<file path="src/rtl/keypad_pkg.sv">
// Shared definitions for the keypad debounce path.
//   kp_state_t : debouncer FSM states
//   KEYMAP     : 4x4 key matrix, indexed [row][col], giving the 4-bit hex code
package keypad_pkg;

    typedef enum logic [1:0] {
        IDLE       = 2'd0,
        DB_PRESS   = 2'd1,
        HELD       = 2'd2,
        DB_RELEASE = 2'd3
    } kp_state_t;

    // Row 3 is the odd one out: E 0 F D
    localparam logic [3:0] KEYMAP [0:3][0:3] = '{
        '{4'h1, 4'h2, 4'h3, 4'hA},
        '{4'h4, 4'h5, 4'h6, 4'hB},
        '{4'h7, 4'h8, 4'h9, 4'hC},
        '{4'hE, 4'h0, 4'hF, 4'hD}
    };

endpackage

</file>
<file path="src/rtl/keypad_keymap.sv">
// Combinational key decoder: {row,col} of a closed key -> hex code.
//   row  in  2  row index
//   col  in  2  column index
//   code out 4  hex code from KEYMAP
module keypad_keymap
    import keypad_pkg::*;
(
    input  logic [1:0] row,
    input  logic [1:0] col,
    output logic [3:0] code
);

    assign code = KEYMAP[row][col];

endmodule

</file>
<file path="src/rtl/keypad_debouncer.sv">
// Debounces scanner press/release, locks out other keys while one is held,
// pulses key_valid once per accepted key and keeps a two-digit history.
//   clk, reset              clock, async active-high reset
//   press, pressed_row/col  raw scanner outputs (synchronous to clk)
//   key_valid               one-cycle pulse on an accepted press
//   key_code                code of the most recently accepted key
//   digit_new, digit_old    display history (newest, previous)
//   key_held                high from acceptance until a debounced release
module keypad_debouncer
    import keypad_pkg::*;
#(
    parameter int DEBOUNCE_CYCLES = 50000,
    parameter int CNT_W           = $clog2(DEBOUNCE_CYCLES + 1)
) (
    input  logic       clk,
    input  logic       reset,
    input  logic       press,
    input  logic [1:0] pressed_row,
    input  logic [1:0] pressed_col,
    output logic       key_valid,
    output logic [3:0] key_code,
    output logic [3:0] digit_new,
    output logic [3:0] digit_old,
    output logic       key_held
);

    localparam logic [CNT_W-1:0] CNT_LAST = CNT_W'(DEBOUNCE_CYCLES - 1);

    kp_state_t        state_q, state_d;
    logic [CNT_W-1:0] cnt_q, cnt_d;
    logic [3:0]       cand_q, cand_d;       // {row,col} being debounced
    logic             key_valid_q, key_valid_d;
    logic [3:0]       key_code_q, key_code_d;
    logic [3:0]       digit_new_q, digit_new_d;
    logic [3:0]       digit_old_q, digit_old_d;
    logic             key_held_q, key_held_d;

    logic [3:0] cand_code;
    logic       match;
    logic       cnt_last;

    keypad_keymap u_keymap (
        .row  (cand_q[3:2]),
        .col  (cand_q[1:0]),
        .code (cand_code)
    );

    assign match    = press && ({pressed_row, pressed_col} == cand_q);
    assign cnt_last = (cnt_q == CNT_LAST);

    always_comb begin
        state_d     = state_q;
        cnt_d       = cnt_q;
        cand_d      = cand_q;
        key_valid_d = 1'b0;
        key_code_d  = key_code_q;
        digit_new_d = digit_new_q;
        digit_old_d = digit_old_q;
        key_held_d  = key_held_q;

        case (state_q)
            IDLE: begin
                if (press) begin
                    cand_d  = {pressed_row, pressed_col};
                    cnt_d   = '0;
                    state_d = DB_PRESS;
                end
            end
            DB_PRESS: begin
                if (!match) begin
                    // bounce or a different key: drop the candidate entirely
                    state_d = IDLE;
                end else if (cnt_last) begin
                    state_d     = HELD;
                    key_valid_d = 1'b1;
                    key_code_d  = cand_code;
                    digit_old_d = digit_new_q;
                    digit_new_d = cand_code;
                    key_held_d  = 1'b1;
                end else begin
                    cnt_d = cnt_q + CNT_W'(1);
                end
            end
            HELD: begin
                // any closure, even another key, just keeps us held
                if (!press) begin
                    state_d = DB_RELEASE;
                    cnt_d   = '0;
                end
            end
            DB_RELEASE: begin
                if (press) begin
                    // release bounce: back to held without a new event
                    state_d = HELD;
                    cnt_d   = '0;
                end else if (cnt_last) begin
                    state_d    = IDLE;
                    key_held_d = 1'b0;
                end else begin
                    cnt_d = cnt_q + CNT_W'(1);
                end
            end
            default: state_d = IDLE;
        endcase
    end

    always_ff @(posedge clk or posedge reset) begin
        if (reset) begin
            state_q     <= IDLE;
            cnt_q       <= '0;
            cand_q      <= '0;
            key_valid_q <= 1'b0;
            key_code_q  <= '0;
            digit_new_q <= '0;
            digit_old_q <= '0;
            key_held_q  <= 1'b0;
        end else begin
            state_q     <= state_d;
            cnt_q       <= cnt_d;
            cand_q      <= cand_d;
            key_valid_q <= key_valid_d;
            key_code_q  <= key_code_d;
            digit_new_q <= digit_new_d;
            digit_old_q <= digit_old_d;
            key_held_q  <= key_held_d;
        end
    end

    assign key_valid = key_valid_q;
    assign key_code  = key_code_q;
    assign digit_new = digit_new_q;
    assign digit_old = digit_old_q;
    assign key_held  = key_held_q;

endmodule

</file>
<file path="config.mk">
export PLATFORM = sky130hd
export DESIGN_NAME = keypad_debouncer
export DESIGN_NICKNAME = d
export VERILOG_FILES = /design/src/rtl/keypad_pkg.sv /design/src/rtl/keypad_keymap.sv /design/src/rtl/keypad_debouncer.sv
export SDC_FILE = /design/constraint.sdc
export NUM_CORES = 1
export LEC_CHECK = 0
export CAP_MARGIN = 20
export CORE_AREA = 2 2 88 48
export CTS_BUF_LIST = sky130_fd_sc_hd__clkbuf_4
export DETAILED_ROUTE_END_ITERATION = 10
export DIE_AREA = 0 0 90 50
export GPL_TIMING_DRIVEN = 0
export PLACE_DENSITY = 0.84
export SETUP_SLACK_MARGIN = 0.05
export SYNTH_ARGS = -nofsm -noshare
export SYNTH_HDL_FRONTEND = slang
export SYNTH_HIERARCHICAL = 1
export SYNTH_SLANG_ARGS = --single-unit
</file>
<file path="constraint.sdc">
create_clock -name clk -period 2.5 [get_ports clk]
set_input_delay 0.625 -clock clk [delete_from_list [all_inputs] [get_ports clk]]
set_output_delay 0.625 -clock clk [all_outputs]
set_load 0.05 [all_outputs]
</file>
==> results_dict.tcl <==
set metrics [dict create \
    status "completed" \
    synth_top_family_by_area "simple AND/OR/NAND/NOR gates" \
    startpoint_type "input pin" \
    yosysWarnings 6 \
    utilization 0.632 \
    clockBufferDepth 2 \
    syn-cell-area_um2 1980 \
    ys_seq_area_frac 0.404 \
    synth-seq-cells 32 \
    initial_core_util 0.532 \
    async_flop_share 1.00 \
    first_pass_iters 5 \
    routed_wl_um 4840 \
    final-setup-viol-count 0 \
    rsz0062_at_grt "false" \
    drtIter0Drc 191 \
    wl_per_cell_um 16.4 \
    gp_congestion 0.919 \
    synth.avg_cell_area_um2 9.34 \
    muxShareOfSynthArea 0.0739 \
    synthAdderAreaFrac 0.00632 \
    sw_frac_of_total 0.350 \
    worstPathMaxFanout 10 \
    final_max_slew_viol_count 0 \
    hold_path.class "register to register" \
    clkTransAtPathRegs_ns 0.09 \
    avgViaCountPerCell 5.91 \
    cp.arrival_ns 2.62 \
    ant_nets 0 \
    clk_latency_ns 0.33 \
    grt_antenna_before_repair 0 \
    min_period_ns 2.36 \
    die_w_um 90 \
    period_share 0.946 \
    relSlewSlack 0.610 \
    synth.distinct_cells 56 \
    fmax_ghz 0.423 \
    postCtsHoldBufs 0 \
    grt_pass1_wl_um 7920 \
    crit_type "input pin to register" \
    clock_skew_ns 0.0126 \
    port_buffers 20 \
    area_delta_synth_final_pct 18.8 \
    clock_power_share 0.219 \
    grt_max_degree 21 \
    p_int_mw 0.787 \
    drive_above_1_share 0.170 \
    power.switching_mw 0.424 \
    core_area_um2 3720 \
    dominantRegCellSynth "dfrtp_1" \
    ios 21 \
    h-tree-depth 2 \
    p_total_mw 1.21 \
    power.share.sequential 0.539 \
    cts_tree "yes" \
    peakVddDrop_v 0.000302 \
    fin_nets 249 \
    hold_violations 0 \
    power_per_cell_area_nw_per_um2 514 \
    place_ws_ns -0.323 \
    synth_nets 220 \
    die-area_um2 4500 \
    die_h_um 50 \
    num_antenna_cells 0 \
    yosys.area_share.simple 0.225 \
    vias 1744 \
    place_inst 287 \
    cts_sinks 32 \
    hpwl_um 3670 \
    synth_compound_area_frac 0.213 \
    row_count 16 \
    tightestPinTransition_ns 0.585 \
    drc 0 \
    synth_edf_count 0 \
    globalRouteOverflowTotal 0 \
    grt_use_total 0.228 \
    p_comb_frac 0.242 \
    synth_cells 212 \
    final_cells 295 \
    maxCapViolations 0 \
    cts_root_buffer "clkbuf_4" \
    crit_required_ns 2.75 \
    endpoint_kind "register" \
    synthXorXnorAreaFrac 0.0177 \
    cts_buffers 5 \
    setup_ws_ns 0.136 \
    leakagePower_nw 0.966 \
    grt_pass1_vias 1511 \
]
[power groups by stage]
| stage | combinational (mW) | sequential, mW | clock, mW |
|---|---|---|---|
| after detailed placement | 0.275 | 0.654 | 0 |
| after CTS | 0.285 | 0.645 | 0.274 |
| after global placement | 0.258 | 0.651 | 0 |
| after global routing | 0.330 | 0.662 | 0.303 |
| after floorplan | 0.205 | 0.634 | 0 |
| final | 0.293 | 0.653 | 0.265 |
[stage by stage]
step / area (um2) / TNS, ns / hold slack [ns]
global placement: 2250 / -2.27 / 0.488
CTS: 2330 / 0 / 0.516
floorplan: 1980 / 0 / 0.497
global route: 2350 / 0 / 0.534
detailed placement: 2280 / -2.53 / 0.495
finish: 2350 / 0 / 0.510
[cell type report]
class	count	area, um2
timing repair buffer	22	235
multi-input combinational	156	1090
clock buffer	5	37.5
tap	54	67.6
sequential	32	801
buffer	12	73.8
clock inverter	2	7.51
inverter	12	45.0
fill	310	1370
[cell families after synthesis]
family | Yosys count
xor+xnor | 4
compound gates | 62
simple gates | 76
buf+inv | 24
flops | 32
fa+ha+maj | 1
mux | 13
[worst max-delay path, cell delays in order]
cell and delay [ns]:
clkdlybuf4s50_1 0.44, xor2_1 0.20, nor4_2 0.37, buf_4 0.23
nand3_1 0.18, a2111oi_2 0.38, a211o_1 0.18
[sequential cells by signal, indices dropped and copies added, names as in the netlist]
register	count
key_valid	1
key_held	1
state_q	2
cnt_q	16
digit_old	4
cand_q	4
digit_new	4
[synth_stat cells (all sizes together) (3+ instances only)]
library cell  instances  area (um2)
nor4                  6        58.8
nand3                 7        40.0
inv                  12        45.0
clkbuf                3        11.3
nor2b                 5        31.3
dfrtp                32         801
xor2                  4        35.0
nor2                 13        48.8
a21oi                18        90.1
o211ai                3        22.5
nand2b                3        18.8
a31oi                 3        18.8
nand2                21        81.3
o21ai                14        70.1
a211o                 3        26.3
buf                   9        62.6
nand4                 5        37.5
nor3                  3        20.0
mux2                 13         146
[cells in the final DEF, fill, tap and decap left out, drive strengths merged, types with 5 or more instances in the layout]
| cell | count |
|---|---|
| a21oi | 18 |
| buf | 11 |
| clkbuf | 8 |
| clkdlybuf4s50 | 20 |
| dfrtp | 32 |
| inv | 12 |
| mux2 | 13 |
| nand2 | 21 |
| nand3 | 7 |
| nand4 | 5 |
| nor2 | 13 |
| nor2b | 5 |
| nor4 | 6 |
| o21ai | 14 |
[final timing paths]
path,from,to,slack [ns],depth (start not counted)
max,pressed_row[1],cnt_q[11],0.14,7
min,key_held,key_held,0.51,2
max reg2reg,cnt_q[0],digit_new[3],0.22,7
min reg2reg,key_held,key_held,0.51,2
max in group asynchronous,reset,cnt_q[14],1.33,3
min in group asynchronous,reset,cnt_q[8],0.66,2
[timing repair]
action | in CTS | in global routing
gates cloned | 0 | 0
endpoints found under the hold margin | 0 | 0
buffers inserted | 0 | 1
resized for setup | 1 | 3
pin swaps | 0 | 1
endpoints found under the setup margin | 4 | 5
[layer usage]
layer	vias up	GRT usage	wire [um]
met2	92	0.287	1890
met4	0	0.0769	63
met5	-	0	0
met3	7	0.0673	443
li1	847	-	-
met1	798	0.359	2440
(Power assumes the default switching activity.)
